### src/rtl/ctrl_pkg.sv
// Shared definitions for the multi-cycle control sequencer: state encoding,
// instruction-class bit positions and the one-hot helper.
package ctrl_pkg;

    localparam int CODE_W = 10;

    // Bit positions inside the one-hot instruction-class code.
    localparam int CLS_J     = 0;
    localparam int CLS_JALR  = 1;
    localparam int CLS_LUI   = 2;
    localparam int CLS_AUIPC = 3;
    localparam int CLS_B     = 4;
    localparam int CLS_R     = 5;
    localparam int CLS_S     = 6;
    localparam int CLS_I     = 7;
    localparam int CLS_LOAD  = 8;
    localparam int CLS_CSR   = 9;

    // Encoding is visible on the debug port, so the values are fixed.
    typedef enum logic [2:0] {
        ST_IDLE      = 3'd0,
        ST_FETCH     = 3'd1,
        ST_DECODE    = 3'd2,
        ST_EXECUTE   = 3'd3,
        ST_MEM       = 3'd4,
        ST_WRITEBACK = 3'd5,
        ST_TRAP      = 3'd6
    } state_t;

    // True when exactly one bit is set: clearing the lowest set bit leaves zero.
    function automatic logic is_one_hot(input logic [CODE_W-1:0] c);
        return (c != '0) && ((c & (c - CODE_W'(1))) == '0);
    endfunction

endpackage

### src/rtl/ctrl_sel_decode.sv
// Combinational class decoder: turns the one-hot class into ALU operand
// selects and the per-class properties the sequencer branches on.
module ctrl_sel_decode
    import ctrl_pkg::*;
#(
    parameter int CSR_EN = 0
) (
    input  logic [CODE_W-1:0] cls,
    output logic              alu_sel_a,
    output logic              alu_sel_b,
    output logic              rd_we_class,
    output logic              is_mem,
    output logic              is_store,
    output logic              is_illegal
);

    // Operand A is the PC for jumps, AUIPC and branch target computation.
    assign alu_sel_a = cls[CLS_J] | cls[CLS_AUIPC] | cls[CLS_B];

    // Operand B is the immediate for every class that carries one into the ALU.
    assign alu_sel_b = cls[CLS_J] | cls[CLS_JALR] | cls[CLS_AUIPC]
                     | cls[CLS_S] | cls[CLS_I]    | cls[CLS_LOAD];

    // Classes that write rd; CSR only does so when the CSR mode is built in.
    assign rd_we_class = cls[CLS_J] | cls[CLS_JALR] | cls[CLS_LUI] | cls[CLS_AUIPC]
                       | cls[CLS_R] | cls[CLS_I]    | cls[CLS_LOAD]
                       | (cls[CLS_CSR] & (CSR_EN != 0));

    assign is_mem   = cls[CLS_S] | cls[CLS_LOAD];
    assign is_store = cls[CLS_S];

    // Anything that is not a single class, or CSR without CSR support, traps.
    assign is_illegal = !is_one_hot(cls) || (cls[CLS_CSR] && (CSR_EN == 0));

endmodule

### src/rtl/multicycle_ctrl_fsm.sv
// Multi-cycle control sequencer for the RV32I core. Steps each instruction
// through fetch, decode, execute, memory and writeback, drives the datapath
// selects/enables, and handles memory handshake timeout and illegal classes.
module multicycle_ctrl_fsm
    import ctrl_pkg::*;
#(
    parameter int MEM_TIMEOUT = 16,
    parameter int CSR_EN      = 0
) (
    input  logic              clk,
    input  logic              reset,
    input  logic              run,
    input  logic [CODE_W-1:0] code,
    input  logic              branch_taken,
    input  logic              mem_ready,
    output logic              mem_req,
    output logic              mem_we,
    output logic              ir_load,
    output logic              alu_sel_a,
    output logic              alu_sel_b,
    output logic              rd_we,
    output logic              pc_load,
    output logic              pc_sel,
    output logic              retire,
    output logic              illegal,
    output logic              bus_error,
    output logic [2:0]        state_o
);

    // A zero limit still needs a one-bit counter to keep the code legal.
    localparam int CNT_W = (MEM_TIMEOUT > 0) ? $clog2(MEM_TIMEOUT + 1) : 1;
    // The error fires in the wait cycle that would take the count to the limit.
    localparam logic [CNT_W-1:0] CNT_LAST =
        CNT_W'((MEM_TIMEOUT > 0) ? MEM_TIMEOUT - 1 : 0);

    state_t            state;
    state_t            state_next;
    logic [CODE_W-1:0] cls_q;
    logic [CODE_W-1:0] dec_cls;
    logic [CNT_W-1:0]  tmo_cnt;
    logic              tmo_hit;

    logic dec_sel_a;
    logic dec_sel_b;
    logic dec_rd_we;
    logic dec_mem;
    logic dec_store;
    logic dec_illegal;

    // The trap decision in DECODE uses the live code; later states use the
    // latched class so the selects stay stable through MEM and WRITEBACK.
    assign dec_cls = (state == ST_DECODE) ? code : cls_q;

    ctrl_sel_decode #(
        .CSR_EN (CSR_EN)
    ) u_sel_decode (
        .cls         (dec_cls),
        .alu_sel_a   (dec_sel_a),
        .alu_sel_b   (dec_sel_b),
        .rd_we_class (dec_rd_we),
        .is_mem      (dec_mem),
        .is_store    (dec_store),
        .is_illegal  (dec_illegal)
    );

    // Limit reached with no acknowledge in this cycle; a late ack still wins.
    assign tmo_hit = (MEM_TIMEOUT != 0) && !mem_ready && (tmo_cnt == CNT_LAST);

    assign state_o = state;

    // State, latched class and wait counter; synchronous active-low reset.
    always_ff @(posedge clk) begin
        if (!reset) begin
            // NOTE: sequential state uses non-blocking assignments so every
            // register samples pre-edge values regardless of statement order.
            state   <= ST_IDLE;
            cls_q   <= '0;
            tmo_cnt <= '0;
        end else begin
            state <= state_next;
            if (state == ST_DECODE) begin
                cls_q <= code;
            end
            // Any state change (including MEM -> FETCH) starts a fresh request.
            if (state_next != state) begin
                tmo_cnt <= '0;
            end else if (mem_req && !mem_ready && (MEM_TIMEOUT != 0)) begin
                tmo_cnt <= tmo_cnt + CNT_W'(1);
            end
        end
    end

    // Next-state and datapath controls, decoded from state, class and handshake.
    always_comb begin
        // NOTE: every output of this block gets a default first so no path
        // leaves a signal unassigned and infers a latch.
        state_next = state;
        mem_req    = 1'b0;
        mem_we     = 1'b0;
        ir_load    = 1'b0;
        alu_sel_a  = 1'b0;
        alu_sel_b  = 1'b0;
        rd_we      = 1'b0;
        pc_load    = 1'b0;
        pc_sel     = 1'b0;
        retire     = 1'b0;
        illegal    = 1'b0;
        bus_error  = 1'b0;

        // While reset is held every strobe stays low so an abort writes nothing.
        if (reset) begin
            unique case (state)
                ST_IDLE: begin
                    if (run) state_next = ST_FETCH;
                end

                ST_FETCH: begin
                    mem_req = 1'b1;
                    if (mem_ready) begin
                        ir_load    = 1'b1;
                        state_next = ST_DECODE;
                    end else if (tmo_hit) begin
                        bus_error  = 1'b1;
                        state_next = ST_IDLE;
                    end
                end

                ST_DECODE: begin
                    state_next = dec_illegal ? ST_TRAP : ST_EXECUTE;
                end

                ST_EXECUTE: begin
                    alu_sel_a  = dec_sel_a;
                    alu_sel_b  = dec_sel_b;
                    state_next = dec_mem ? ST_MEM : ST_WRITEBACK;
                end

                ST_MEM: begin
                    alu_sel_a = dec_sel_a;
                    alu_sel_b = dec_sel_b;
                    mem_req   = 1'b1;
                    mem_we    = dec_store;
                    if (mem_ready) begin
                        if (dec_store) begin
                            // Stores complete here: next sequential PC, no rd write.
                            pc_load    = 1'b1;
                            retire     = 1'b1;
                            state_next = run ? ST_FETCH : ST_IDLE;
                        end else begin
                            state_next = ST_WRITEBACK;
                        end
                    end else if (tmo_hit) begin
                        bus_error  = 1'b1;
                        state_next = ST_IDLE;
                    end
                end

                ST_WRITEBACK: begin
                    alu_sel_a  = dec_sel_a;
                    alu_sel_b  = dec_sel_b;
                    rd_we      = dec_rd_we;
                    pc_load    = 1'b1;
                    retire     = 1'b1;
                    pc_sel     = cls_q[CLS_J] | cls_q[CLS_JALR]
                               | (cls_q[CLS_B] & branch_taken);
                    state_next = run ? ST_FETCH : ST_IDLE;
                end

                ST_TRAP: begin
                    illegal    = 1'b1;
                    state_next = ST_IDLE;
                end

                default: begin
                    state_next = ST_IDLE;
                end
            endcase
        end
    end

endmodule

### config.mk
export PLATFORM = sky130hd
export DESIGN_NAME = multicycle_ctrl_fsm
export DESIGN_NICKNAME = d
export VERILOG_FILES = /design/src/rtl/ctrl_pkg.sv /design/src/rtl/ctrl_sel_decode.sv /design/src/rtl/multicycle_ctrl_fsm.sv
export SDC_FILE = /design/constraint.sdc
export NUM_CORES = 1
export LEC_CHECK = 0
export CAP_MARGIN = 20
export CORE_MARGIN = 2
export CORE_UTILIZATION = 49
export CTS_CLUSTER_SIZE = 8
export DETAILED_ROUTE_END_ITERATION = 7
export GPL_ROUTABILITY_DRIVEN = 1
export MAX_ROUTING_LAYER = met4
export PLACE_DENSITY_LB_ADDON = 0.15
export SKIP_CTS_REPAIR_TIMING = 1
export SLEW_MARGIN = 40
export SYNTH_ARGS = -nofsm -noshare
export SYNTH_HDL_FRONTEND = slang
export SYNTH_SLANG_ARGS = --single-unit
export TNS_END_PERCENT = 100
### constraint.sdc
create_clock -name clk -period 2.15 [get_ports clk]
set_input_delay 0.215 -clock clk [delete_from_list [all_inputs] [get_ports clk]]
set_output_delay 0.215 -clock clk [all_outputs]
set_load 0.02 [all_outputs]
== Word-level counts from Yosys, hierarchy flattened ==
Cells that the tools add are included.

* Bits of input ports: 15
* Flip-flop bits (word level): 18
* Word-level logic and storage cells: 79
* Output and inout port bits: 14

* Reduce and logical (&&, ||, !) cells: 12
* Muxes and demuxes: 36
* Add/subtract/negate cells: 2
* Equality and inequality tests: 8
* Bitwise logic cells: 18

{| class="wikitable"
|+ Operators by type and width
! operator !! number
|-
| 1-bit two-way mux || 26
|-
| 3-bit two-way mux || 7
|-
| 3-bit one-hot mux with 6 select lines || 1
|-
| 1-bit bitwise OR || 15
|-
| 10-bit bitwise AND || 1
|-
| 10-bit logical NOT || 1
|-
| 10-bit two-way mux || 1
|-
| 10-bit nonzero test || 1
|-
| 10-bit by 1-bit subtractor with 10-bit output (second input constant) || 1
|-
| 3-bit equality test (second input constant) || 3
|-
| 3-bit by 2-bit equality test with 1-bit output (second input constant) || 2
|-
| 5-bit by 1-bit adder with 5-bit output (second input constant) || 1
|-
| 5-bit by 4-bit equality test with 1-bit output (second input constant) || 1
|-
| 2-bit OR reduction || 2
|-
| 3-bit by 1-bit equality test with 1-bit output (second input constant) || 1
|-
| 1-bit logical AND || 3
|-
| 3-bit logical NOT || 1
|-
| 3-bit inequality test || 1
|-
| 3-bit OR reduction || 1
|-
| 1-bit logical NOT || 2
|-
| 1-bit one-hot mux with 2 select lines || 1
|-
| 1-bit bitwise AND || 1
|-
| 1-bit logical OR || 1
|-
| 1-bit inverter || 1
|}

== Depth between registers and ports, before layout ==
Gate-level depths: netlist (run 1).

* Depth after elaboration: 13
* Gate-level depth with buffers: 9
* Mapped depth without buffers: 9

== Hierarchy ==
From an unflattened synthesis (run 1), not the netlist that was laid out.

* Cells, all modules: 132
* Area, all modules: 1217.4 sq um

{| class="wikitable"
|+ By module, submodules not included
! module !! area each (sq um) !! instances !! cells each !! sequential area each (sq um)
|-
| multicycle_ctrl_fsm || 1067.3 || 1 || 110 || 360.3
|-
| ctrl_sel_decode || 150.1 || 1 || 22 || 0.0
|}

== Worst setup path before layout (run 1) ==
Ideal clock, no wire load.

* Path kind: register to output
* Start point: reg state[1] (netlist: state_o[1])
* End point: out retire
* Data arrival time: 1926 ps
* Path buffers: 1
* Setup slack: 9 ps
* Stages on the path, launching flop included: 6
* Data required time: 1935 ps
* Path through: dfxtp_1 -> nor3b_4 -> mux2_4 -> a21oi_1 -> nor3_1 -> buf_4

* Word-level cells in the longest chain between the ends: 6
* Elaborated cells on any way between the ends: 8
* Classes of those cells: 3 x eq/ne; 5 x mux

{| class="wikitable"
|+ RTL lines
! item !! RTL line !! text
|-
| from (decl) || multicycle_ctrl_fsm.sv:36 || <nowiki>state_t state;</nowiki>
|-
| from (signal assigned) || multicycle_ctrl_fsm.sv:80 || <nowiki>state <= state_next;</nowiki>
|-
| 3-bit by 2-bit equality test with 1-bit output || multicycle_ctrl_fsm.sv:52 || <nowiki>assign dec_cls = (state == ST_DECODE) ? code : cls_q;</nowiki>
|-
| 10-bit two-way mux || -- ||
|-
| 1-bit two-way mux (2 in a row) || -- ||
|-
| 1-bit one-hot mux with 2 select lines (*) || -- ||
|-
| 1-bit two-way mux (*) || -- ||
|-
| to (decl) || multicycle_ctrl_fsm.sv:24 || <nowiki>output logic retire,</nowiki>
|}

Every way passes the cells marked *; elsewhere a longest branch is shown, timed or not.

== Worst setup path after layout (run 1) ==
* Start point: reg state[0] (netlist: state_o[0])
* End point: out mem_we

* Word-level cells in the longest chain between the ends: 4
* Elaborated cells on any way between the ends: 5
* Classes of those cells: 2 x eq/ne; 3 x mux

{| class="wikitable"
|+ RTL lines
! item !! RTL line !! text
|-
| 3-bit by 2-bit equality test with 1-bit output || multicycle_ctrl_fsm.sv:52 ||
|-
| 10-bit two-way mux || -- ||
|-
| 1-bit two-way mux (*) || multicycle_ctrl_fsm.sv:112 || <nowiki>unique case (state)</nowiki>
|-
| 1-bit two-way mux (*) || multicycle_ctrl_fsm.sv:111 || <nowiki>if (reset) begin</nowiki>
|-
| to (decl) || multicycle_ctrl_fsm.sv:17 || <nowiki>output logic mem_we,</nowiki>
|}

Marks and branches as above.

==> key figures, run 1 <==
Outcome
  – Status: finished, final reports clean

Power
  – Sequential share of power: 0.415
  – Psw: between 0.2 and 0.3 mW
  – P_int: 0.593 mW
  – PD cells: between 500 and 600 mW/mm²
  – Clk network pwr share: 0.236
  – Logic pwr share: 0.349
  – Leakage: 0.755 nW
  – Fraction of power spent switching nets: 0.324
  – Worst vdd ir: 373 µV

Synthesis
  – Synthesis-stage register bit count: 18
  – Sequential fraction of the synthesis area: 0.291
  – Post-synthesis net count: ~180
  – Post-synthesis cell type count: 47
  – Syn avg cell area: roughly 7.6 µm²
  – Synth top cells by count: nand2_1, nor2_1, dfxtp_1
  – Post-synth EDFFs: 0
  – Top-count cell post-synth: nand2_1
  – Ys flop type: dfxtp_1
  – Top cell type's share of synthesized area: 0.291
  – Synthesized cell area: ~0.0012 mm²
  – Largest area contributor in the netlist: dfxtp_1
  – Synth warn: 0
  – Ys async rst share: 0
  – Cells after synthesis: approximately 160
  – Ranking of synthesized cells by area: dfxtp_1, nand2_1, a21oi_1, nor2_1, and2_1

Floorplan
  – Die extent in x: about 54 µm
  – Die H: 54.3 µm
  – Initial core utilization: 0.509
  – FP Rows: 18
  – Core ar.: approximately 0.0024 mm²
  – Top-level I/O count: 29
  – Die area: a little under 0.003 mm²

Setup path
  – Required time of the critical path: around 1900 ps
  – Slowest cell on the critical path: clkdlybuf4s50_1
  – Worst-path fanout max: 14
  – CP top delay family: buffers and inverters
  – Worst setup SP type: flip-flop
  – CP most frequent cell: nor2_1
  – Critical path class: flip-flop to output pin
  – Arr. time, crit path: ~1900 ps
  – CP cell instances: buf_4, nor2_1, nand2_1, nor2_1, clkdlybuf4s50_1
  – Crit path largest cell delay: 600 ps
  – Worst setup EP type: output pin
  – WP buf/inv: 2

Layout
  – Register area: 362 µm²
  – Synth-to-Final Area Change: 38.9%
  – Fillers: 211
  – Layout cells sized above 1: 0.177
  – Area taken by multi-input logic gates: between 800 and 900 µm²
  – Nets: roughly 220
  – N_diodes: 0
  – Post-layout instance area: about 0.0017 mm²

Drt
  – Vias: between 1000 and 1500
  – Average routed wire per standard cell: between 10 and 15 µm
  – Vias per cell: approximately 5.6
  – First drt pass iteration count: 4
  – Drt drc: 0
  – Wirelength, routed: between 3000 and 4000 µm
  – First DRT Iteration DRCs: 32
  – Antenna-violating nets left: 0

Global route
  – Initial antenna violation count: 0
  – Vias in the first global route: ~1200
  – GR Util All Layers: 0.235
  – Largest net degree at the start of global routing: 16
  – First-pass GRT wire length: 4910 µm
  – Grt total ovfl: 0

Placed design
  – Dpl cell area: around 0.0016 mm²
  – Port bufs: 28
  – DP HPWL: between 2000 and 2500 µm
  – Final Wtd Congestion: 0.891
  – Place WS: -25.3 ps

STA
  – Max Slew Vio Count: 0
  – Min Tclk post-route: a little over 2000 ps
  – Final count of hold timing violations: 0
  – Unrepaired setup endpoints after global routing: no
  – Worst-Margin Slew: 371 ps
  – Clock skew: about 8 ps
  – Final Cycle Share: 0.965
  – Max Clock Freq: slightly below 500 MHz
  – Max-slew headroom: 0.746
  – Setup ws final: approximately 76 ps
  – Final Setup Violations: 0

Clock network
  – Maximum clock path buffer count: 2
  – CTS tree: built
  – H-tree depth: 1
  – Root buf cell: clkbuf_4
  – Clock sink count: 18
  – Num CTS Buffers: 3
  – Clock slew at reported path FFs: roughly 100 ps
  – Clk_lat worst skew: about 300 ps

Flow run
  – Max-cap violations: 0

Worst hold path
  – Worst Hold Class: flip-flop to flip-flop
==> per-stage QoR <==
| stage | total power [mW] | utilization | hold slack (ps) | instances | TNS, ps |
|---|---|---|---|---|---|
| global route | 0.924 | 0.707 | 497 | 233 | 0 |
| detailed placement | 0.666 | 0.668 | 450 | 229 | -25.3 |
| CTS | 0.874 | 0.683 | 464 | 233 | -1090 |
| floorplan | 0.554 | - | 346 | 164 | 0 |
| global placement | 0.658 | 0.668 | 443 | 229 | 0 |
| finish | 0.877 | 0.707 | 462 | 233 | 0 |
==> kinds of logic (layout without fill, tap and decap cells) <==
kind of cell | Yosys count | count (layout) | synth area share
simple gates | 83 | 83 | 0.353
fa+ha+maj | 3 | 3 | 0.0283
flops | 18 | 18 | 0.291
xor+xnor | 5 | 5 | 0.0354
buf+inv | 13 | 52 | 0.0535
compound gates | 37 | 37 | 0.194
mux | 5 | 5 | 0.0455
==> area by class of cell <==
class	count	area share
multi-input cells	133	0.495
repair buffers	44	0.243
flip-flops and latches	18	0.210
well taps	30	0.0218
clock buffers	4	0.0211
inverters	4	0.00873
==> cells in the final DEF (no fill, tap or decap), types with 2 or more instances in the layout <==
cell,n
or3_4,2
xnor2_1,3
o21ai_0,5
dlymetal6s2s_1,7
and2_1,5
nor4_1,2
nand4_1,3
clkbuf_4,3
nand2_1,28
buf_4,16
o2111ai_1,2
dfxtp_1,17
nor3_1,4
a21oi_1,15
o21ai_1,2
clkdlybuf4s50_1,21
xor2_1,2
inv_1,3
mux2i_1,3
or2_1,2
nand2b_1,3
nor2_1,19
or3_1,2
nand3_1,4
==> worst register-to-register path, stage by stage (launching register included) <==
cell	delay, ps
dfxtp_1	370
or4_1	550
nor2_1	210
xor2_1	100
o2111ai_1	200
nand4_1	150
o311a_1	350
==> sequential cells by signal, summed over array words and instances, names as in the netlist <==
name / flops
cls_q: 10
state_o: 3
tmo_cnt: 5
==> layer usage <==
layer  track usage  routed length [µm]  vias to the layer above
met3        0.0328                 159                        6
met2         0.410                1570                       52
li1              -                   -                      662
met1         0.282                1370                      577
met5             -                   0                        -
met4        0.0625                  34                        0
==> power groups by stage <==
stage / clock, mW / combinational (mW) / sequential, mW
after global placement: 0 / 0.287 / 0.371
after global routing: 0.224 / 0.334 / 0.366
after detailed placement: 0 / 0.294 / 0.371
final: 0.207 / 0.306 / 0.364
after CTS: 0.215 / 0.295 / 0.364
after floorplan: 0 / 0.173 / 0.381
==> worst paths after layout <==
| path | start | end | slack (ps) | cells past startpoint |
|---|---|---|---|---|
| worst min register to register | cls_q[1] | cls_q[1] | 460 | 2 |
| worst max-delay path | state_o[0] | mem_we | 80 | 5 |
| worst min-delay path | cls_q[1] | cls_q[1] | 460 | 2 |
| worst max register to register | cls_q[2] | state_o[2] | 120 | 6 |
Note: power is estimated with default switching activity, not from simulation.
==> run 2, diff against run 1 <==
--- a/config.mk
+++ b/config.mk
@@ -11,6 +11,7 @@
 export CTS_CLUSTER_SIZE = 8
 export DETAILED_ROUTE_END_ITERATION = 7
 export GPL_ROUTABILITY_DRIVEN = 1
+export HOLD_SLACK_MARGIN = 0.12
 export MAX_ROUTING_LAYER = met4
 export PLACE_DENSITY_LB_ADDON = 0.15
 export SKIP_CTS_REPAIR_TIMING = 1
==> results of run 2 <==
Final layout, timing and power as in run 1 (identical DEF).
